<file path="config.mk">
export PLATFORM = sky130hd
export DESIGN_NAME = regfile_wb_arbiter_flat
export DESIGN_NICKNAME = d
export VERILOG_FILES = /design/src/rtl/regfile_wb_arbiter_if.sv /design/src/rtl/regfile_wb_arbiter.sv /design/src/flat_wrapper.sv
export SDC_FILE = /design/constraint.sdc
export NUM_CORES = 1
export LEC_CHECK = 0
export CAP_MARGIN = 15
export CORE_MARGIN = 1
export CORE_UTILIZATION = 25
export DETAILED_ROUTE_END_ITERATION = 8
export PLACE_DENSITY_LB_ADDON = 0.12
export SETUP_SLACK_MARGIN = 0.1
export SLEW_MARGIN = 40
export SYNTH_ARGS = -nofsm -noshare
export SYNTH_HDL_FRONTEND = slang
export SYNTH_SLANG_ARGS = --single-unit
</file>
<file path="constraint.sdc">
create_clock -name clk -period 1.7 [get_ports clk]
set_clock_uncertainty 0.2 [all_clocks]
set_input_delay 0.255 -clock clk [delete_from_list [all_inputs] [get_ports clk]]
set_output_delay 0.255 -clock clk [all_outputs]
set_load 0.03 [all_outputs]
</file>
<file path="src/rtl/regfile_wb_arbiter_if.sv">
// Writeback bus between the two requesters, the arbiter and the register file write port.
interface regfile_wb_arbiter_if #(
  parameter int unsigned width = 32
);
  localparam int unsigned addr_w = 5;

  logic              req0_valid;
  logic [addr_w-1:0] req0_addr;
  logic [width-1:0]  req0_data;
  logic              req1_valid;
  logic [addr_w-1:0] req1_addr;
  logic [width-1:0]  req1_data;
  logic              req0_ready;
  logic              req1_ready;
  logic              hold;
  logic [addr_w-1:0] W_addr;
  logic [width-1:0]  W_data;
  logic              wr_enable;

  // Arbiter side
  modport slave (
    input  req0_valid, req0_addr, req0_data,
    input  req1_valid, req1_addr, req1_data,
    input  hold,
    output req0_ready, req1_ready,
    output W_addr, W_data, wr_enable
  );

  // Requester / environment side
  modport master (
    output req0_valid, req0_addr, req0_data,
    output req1_valid, req1_addr, req1_data,
    output hold,
    input  req0_ready, req1_ready,
    input  W_addr, W_data, wr_enable
  );
endinterface

</file>
<file path="src/rtl/regfile_wb_arbiter.sv">
// Two-requester register-file writeback arbiter with round-robin tie break
// and a single registered write stage. Optional stall counter enabled by
// defining REGFILE_WB_ARB_STATS_EN.
module regfile_wb_arbiter #(
  parameter int unsigned width = 32
) (
  input  logic                 clk,
  input  logic                 reset,
  regfile_wb_arbiter_if.slave  bus
`ifdef REGFILE_WB_ARB_STATS_EN
  ,
  output logic [15:0]          stall_count
`endif
);
  localparam int unsigned addr_w = 5;

  // last_q = index of the most recent grant; reset to 1 so requester 0 wins the first tie
  logic              last_q;
  logic              wen_q;
  logic [addr_w-1:0] addr_q;
  logic [width-1:0]  data_q;

  logic              vld0;
  logic              vld1;
  logic              gnt0;
  logic              gnt1;
  logic              accept;
  logic [addr_w-1:0] acc_addr;
  logic [width-1:0]  acc_data;

  // Grant selection: sole valid wins, ties go to the requester not granted last
  always_comb begin
    vld0     = reset & ~bus.hold & bus.req0_valid;
    vld1     = reset & ~bus.hold & bus.req1_valid;
    gnt0     = vld0 & (~vld1 | last_q);
    gnt1     = vld1 & (~vld0 | ~last_q);
    accept   = gnt0 | gnt1;
    acc_addr = gnt1 ? bus.req1_addr : bus.req0_addr;
    acc_data = gnt1 ? bus.req1_data : bus.req0_data;
  end

  assign bus.req0_ready = gnt0;
  assign bus.req1_ready = gnt1;
  assign bus.W_addr     = addr_q;
  assign bus.W_data     = data_q;
  assign bus.wr_enable  = wen_q;

  // Output stage and last-grant pointer; writes to register 0 are swallowed
  always_ff @(posedge clk or negedge reset) begin
    if (!reset) begin
      last_q <= 1'b1;
      wen_q  <= 1'b0;
      addr_q <= '0;
      data_q <= '0;
    end else begin
      wen_q <= accept && (acc_addr != '0);
      if (accept) begin
        last_q <= gnt1;
      end
      if (accept && (acc_addr != '0)) begin
        addr_q <= acc_addr;
        data_q <= acc_data;
      end
    end
  end

`ifdef REGFILE_WB_ARB_STATS_EN
  localparam int unsigned cnt_w = 16;

  logic [1:0]     stall_inc;
  logic [cnt_w:0] stall_sum;
  logic [cnt_w-1:0] cnt_q;

  // Number of valid requesters left waiting this cycle, and the unsaturated next count
  always_comb begin
    stall_inc = 2'(bus.req0_valid & ~gnt0) + 2'(bus.req1_valid & ~gnt1);
    stall_sum = {1'b0, cnt_q} + (cnt_w+1)'(stall_inc);
  end

  // Saturating stall counter
  always_ff @(posedge clk or negedge reset) begin
    if (!reset) begin
      cnt_q <= '0;
    end else begin
      cnt_q <= stall_sum[cnt_w] ? '1 : stall_sum[cnt_w-1:0];
    end
  end

  assign stall_count = cnt_q;
`endif
endmodule

</file>
<file path="src/flat_wrapper.sv">
// flat-port wrapper written by rule: the top's interface ports become plain ports
module regfile_wb_arbiter_flat 
#(
  parameter int unsigned width = 32
)
  (clk, reset, bus_req0_valid, bus_req0_addr, bus_req0_data, bus_req1_valid, bus_req1_addr, bus_req1_data, bus_hold, bus_req0_ready, bus_req1_ready, bus_W_addr, bus_W_data, bus_wr_enable);
  regfile_wb_arbiter_if #(.width(width)) bus_i ();
  input  logic clk;
  input  logic reset;
  input wire logic [$bits(bus_i.req0_valid)-1:0] bus_req0_valid;
  input wire logic [$bits(bus_i.req0_addr)-1:0] bus_req0_addr;
  input wire logic [$bits(bus_i.req0_data)-1:0] bus_req0_data;
  input wire logic [$bits(bus_i.req1_valid)-1:0] bus_req1_valid;
  input wire logic [$bits(bus_i.req1_addr)-1:0] bus_req1_addr;
  input wire logic [$bits(bus_i.req1_data)-1:0] bus_req1_data;
  input wire logic [$bits(bus_i.hold)-1:0] bus_hold;
  output wire logic [$bits(bus_i.req0_ready)-1:0] bus_req0_ready;
  output wire logic [$bits(bus_i.req1_ready)-1:0] bus_req1_ready;
  output wire logic [$bits(bus_i.W_addr)-1:0] bus_W_addr;
  output wire logic [$bits(bus_i.W_data)-1:0] bus_W_data;
  output wire logic [$bits(bus_i.wr_enable)-1:0] bus_wr_enable;
  assign bus_i.req0_valid = bus_req0_valid;
  assign bus_i.req0_addr = bus_req0_addr;
  assign bus_i.req0_data = bus_req0_data;
  assign bus_i.req1_valid = bus_req1_valid;
  assign bus_i.req1_addr = bus_req1_addr;
  assign bus_i.req1_data = bus_req1_data;
  assign bus_i.hold = bus_hold;
  assign bus_req0_ready = bus_i.req0_ready;
  assign bus_req1_ready = bus_i.req1_ready;
  assign bus_W_addr = bus_i.W_addr;
  assign bus_W_data = bus_i.W_data;
  assign bus_wr_enable = bus_i.wr_enable;
  regfile_wb_arbiter #(.width(width)) u_core (.clk(clk), .reset(reset), .bus(bus_i));
endmodule
</file>
==> results.yml <==
outcome:
  status: "finished with violations"
  failed_checks: "negative setup slack"
global_route:
  overflow: 0
  use_met3_pct: 3.44
  grt_pass1_wl_um: 12600
  grt_max_degree: 40
  top_usage_layer: "met2"
  grt.total_usage_pct: 16.6
  grt_pass1_vias: 2457
  met2_usage_pct: 27.4
  met1_usage_pct: 22.5
  antenna_found_initial: 0
synthesis:
  yosysMostFrequentCell: "dfrtp_1"
  avgSynthCellArea_um2: 11.1
  synth_cell_types: 30
  synth_seq_area_share_pct: 41.2
  syn_nets: 292
  synth_common_cells: "dfrtp_1, inv_1, mux2i_1, nor2_1, a221oi_2"
  synth_seq_cells: 39
  yosysTopAreaCell: "dfrtp_1"
  synth_area_leaders: "dfrtp_1, a221oi_2, mux2i_1"
  syn-instance-count: 213
  synth_area_mm2: 0.00237
  synth-main-ff-cell: "dfrtp_1"
  synth-edff-count: 0
  synth_top_area_share_pct: 40.1
  postSynth.asyncResetShare_pct: 100
  yosys_warnings: 0
setup_path:
  startpoint_type: "flip-flop"
  crit_arrival_ns: 1.38
  required_ns: 1.24
  crit_path_max_fanout: 2
  crit_type: "flip-flop to output pin"
  end_kind: "output pin"
cts:
  clk_latency_ns: 0.29
  htreeDepth: 2
  cts_root_buffer: "clkbuf_8"
  clk_pin_slew_ns: 0.08
  cts_buffer_depth: 2
  cts_made_buffers: 5
  cts_tree: "done"
  cts_sinks: 39
pwr:
  p_leak_uw: 0.00190
  p_per_area_mw_per_mm2: 743
  max-vdd-ir-drop_uv: 310
timing:
  max_slew_margin_pct: 64.0
  period_share_pct: 108
  grt_setup_unrepaired: "true"
  period_minus_slack_ns: 1.84
  maxSlewViolCount: 0
  fmax_mhz: 545
  whs_ns: 0.0224
  worst_slack_ns: -0.136
  tightest_slew_ns: 0.541
  finalHoldViolations: 0
  setup_violations: 37
final_layout:
  num-nets-final: 451
  fill_cells: 842
  area_growth_pct: 93.5
  drive_above_1_share_pct: 39.9
  n_antenna_cell: 0
  final_core_util_pct: 49.9
routing:
  drtAntennaViolNets: 0
  route.detailed.drc: 0
  vias: 2272
  viasPerCell: 4.69
  wirelength_um: 7960
  wl_per_cell_um: 16.5
  drt_iter0_drc: 40
  first_pass_iters: 4
placement:
  io_buffers: 118
  place_hpwl_um: 5150
  dp_slack_ns: -0.607
  place.gp.congestion: 0.784
floorplan:
  die_width_um: 99.4
  rows: 35
  boundaryPins: 119
  die_h_um: 99.4
  dieArea_mm2: 0.00987
  coreArea_mm2: 0.00920
  initial_core_util_pct: 25.8
worst_hold_path:
  hp-class: "primary input to flip-flop"
run:
  maxCapViolCount: 0
==> cell families after synthesis <==
group | Yosys count | share of synthesized area [%]
AND/OR/NAND/NOR | 46 | 9.35
buffers and inverters | 48 | 10.1
AO/OA/AOI/OAI | 47 | 25.3
multiplexers | 33 | 13.9
flip-flops | 39 | 41.2
==> worst max-delay path, stage by stage, from the launching register on <==
cell	delay, ns
dfstp_2	0.55
nand2_2	0.05
nand3_2	0.08
buf_6	0.12
clkinv_8	0.05
buf_12	0.11
buf_8	0.12
==> power breakdown <==
group	switching [µW]	total, µW	internal, µW
registers	137	1240	1110
logic	765	1450	686
clock network	341	712	371
==> state kept, by name, indices dropped and copies added (netlist names) <==
name and flops:
u_core.bus.wr_enable 1, u_core.last_q 1, u_core.bus.W_addr 5, u_core.bus.W_data 32
==> placed cells by master (no fill, tap or decap), types with 2 or more instances in the layout <==
master and n:
a211o_2 3, mux2i_2 3, clkdlybuf4s50_1 64, buf_6 12
clkdlybuf4s15_1 6, dlygate4sd3_1 2, dfrtp_1 38, buf_8 2
buf_12 13, mux2i_1 30, buf_4 18, buf_2 3
clkbuf_8 7, inv_1 34, a221oi_2 32, or4_4 2
o221a_2 3, nor2_4 23, nand2_1 2, nor2_2 9
buf_16 6, dlygate4sd2_1 37
==> what timing repair did <==
item	in CTS	in global routing
pin swaps	9	4
resized for setup	144	33
endpoints found under the setup margin	78	45
hold buffers	2	0
hold endpoints to repair	39	0
cloned	7	0
setup buffers	11	3
==> metal layers <==
metal  up-vias  wire length [µm]
met3         5               436
met1      1090              3760
met4         0                47
met2        81              3720
li1       1096                 -
met5         -                 0
==> metrics by stage <==
step / cells / cell area (µm²) / TNS, ns / power [µW]
floorplan: 213 / 2390 / -2.83 / 2010
global placement: 454 / 3850 / -21.61 / 2690
detailed placement: 454 / 3850 / -22.40 / 2710
CTS: 482 / 4470 / -1.01 / 3410
global route: 484 / 4590 / -3.56 / 3590
finish: 484 / 4590 / -1.25 / 3410
==> area by class of cell <==
cell class	count	area [µm²]	share of cell area, %
Clock buffer	8	100	2.18
Sequential cell	39	977	21.3
Timing Repair Buffer	165	1800	39.3
Tap cell	111	139	3.03
Multi-Input combinational cell	126	1420	31.0
Inverter	35	144	3.14
==> worst paths after layout <==
kind | cells after the start | slack, ns | from | to
min in group asynchronous | 3 | 0.46 | reset | u_core.bus.W_data[17]$_DFFE_PN0P_
hold reg to reg | 2 | 0.34 | u_core.bus.W_data[20]$_DFFE_PN0P_ | u_core.bus.W_data[20]$_DFFE_PN0P_
max in group asynchronous | 3 | 0.45 | reset | u_core.bus.W_data[7]$_DFFE_PN0P_
setup reg to reg | 8 | -0.11 | u_core.last_q$_DFFE_PN1P_ | u_core.bus.W_data[16]$_DFFE_PN0P_
setup / recovery | 6 | -0.14 | u_core.last_q$_DFFE_PN1P_ | bus_req1_ready
hold / removal | 2 | 0.02 | bus_req0_addr[4] | u_core.bus.W_addr[4]$_DFFE_PN0P_
Power figures use the tool's default switching activity.
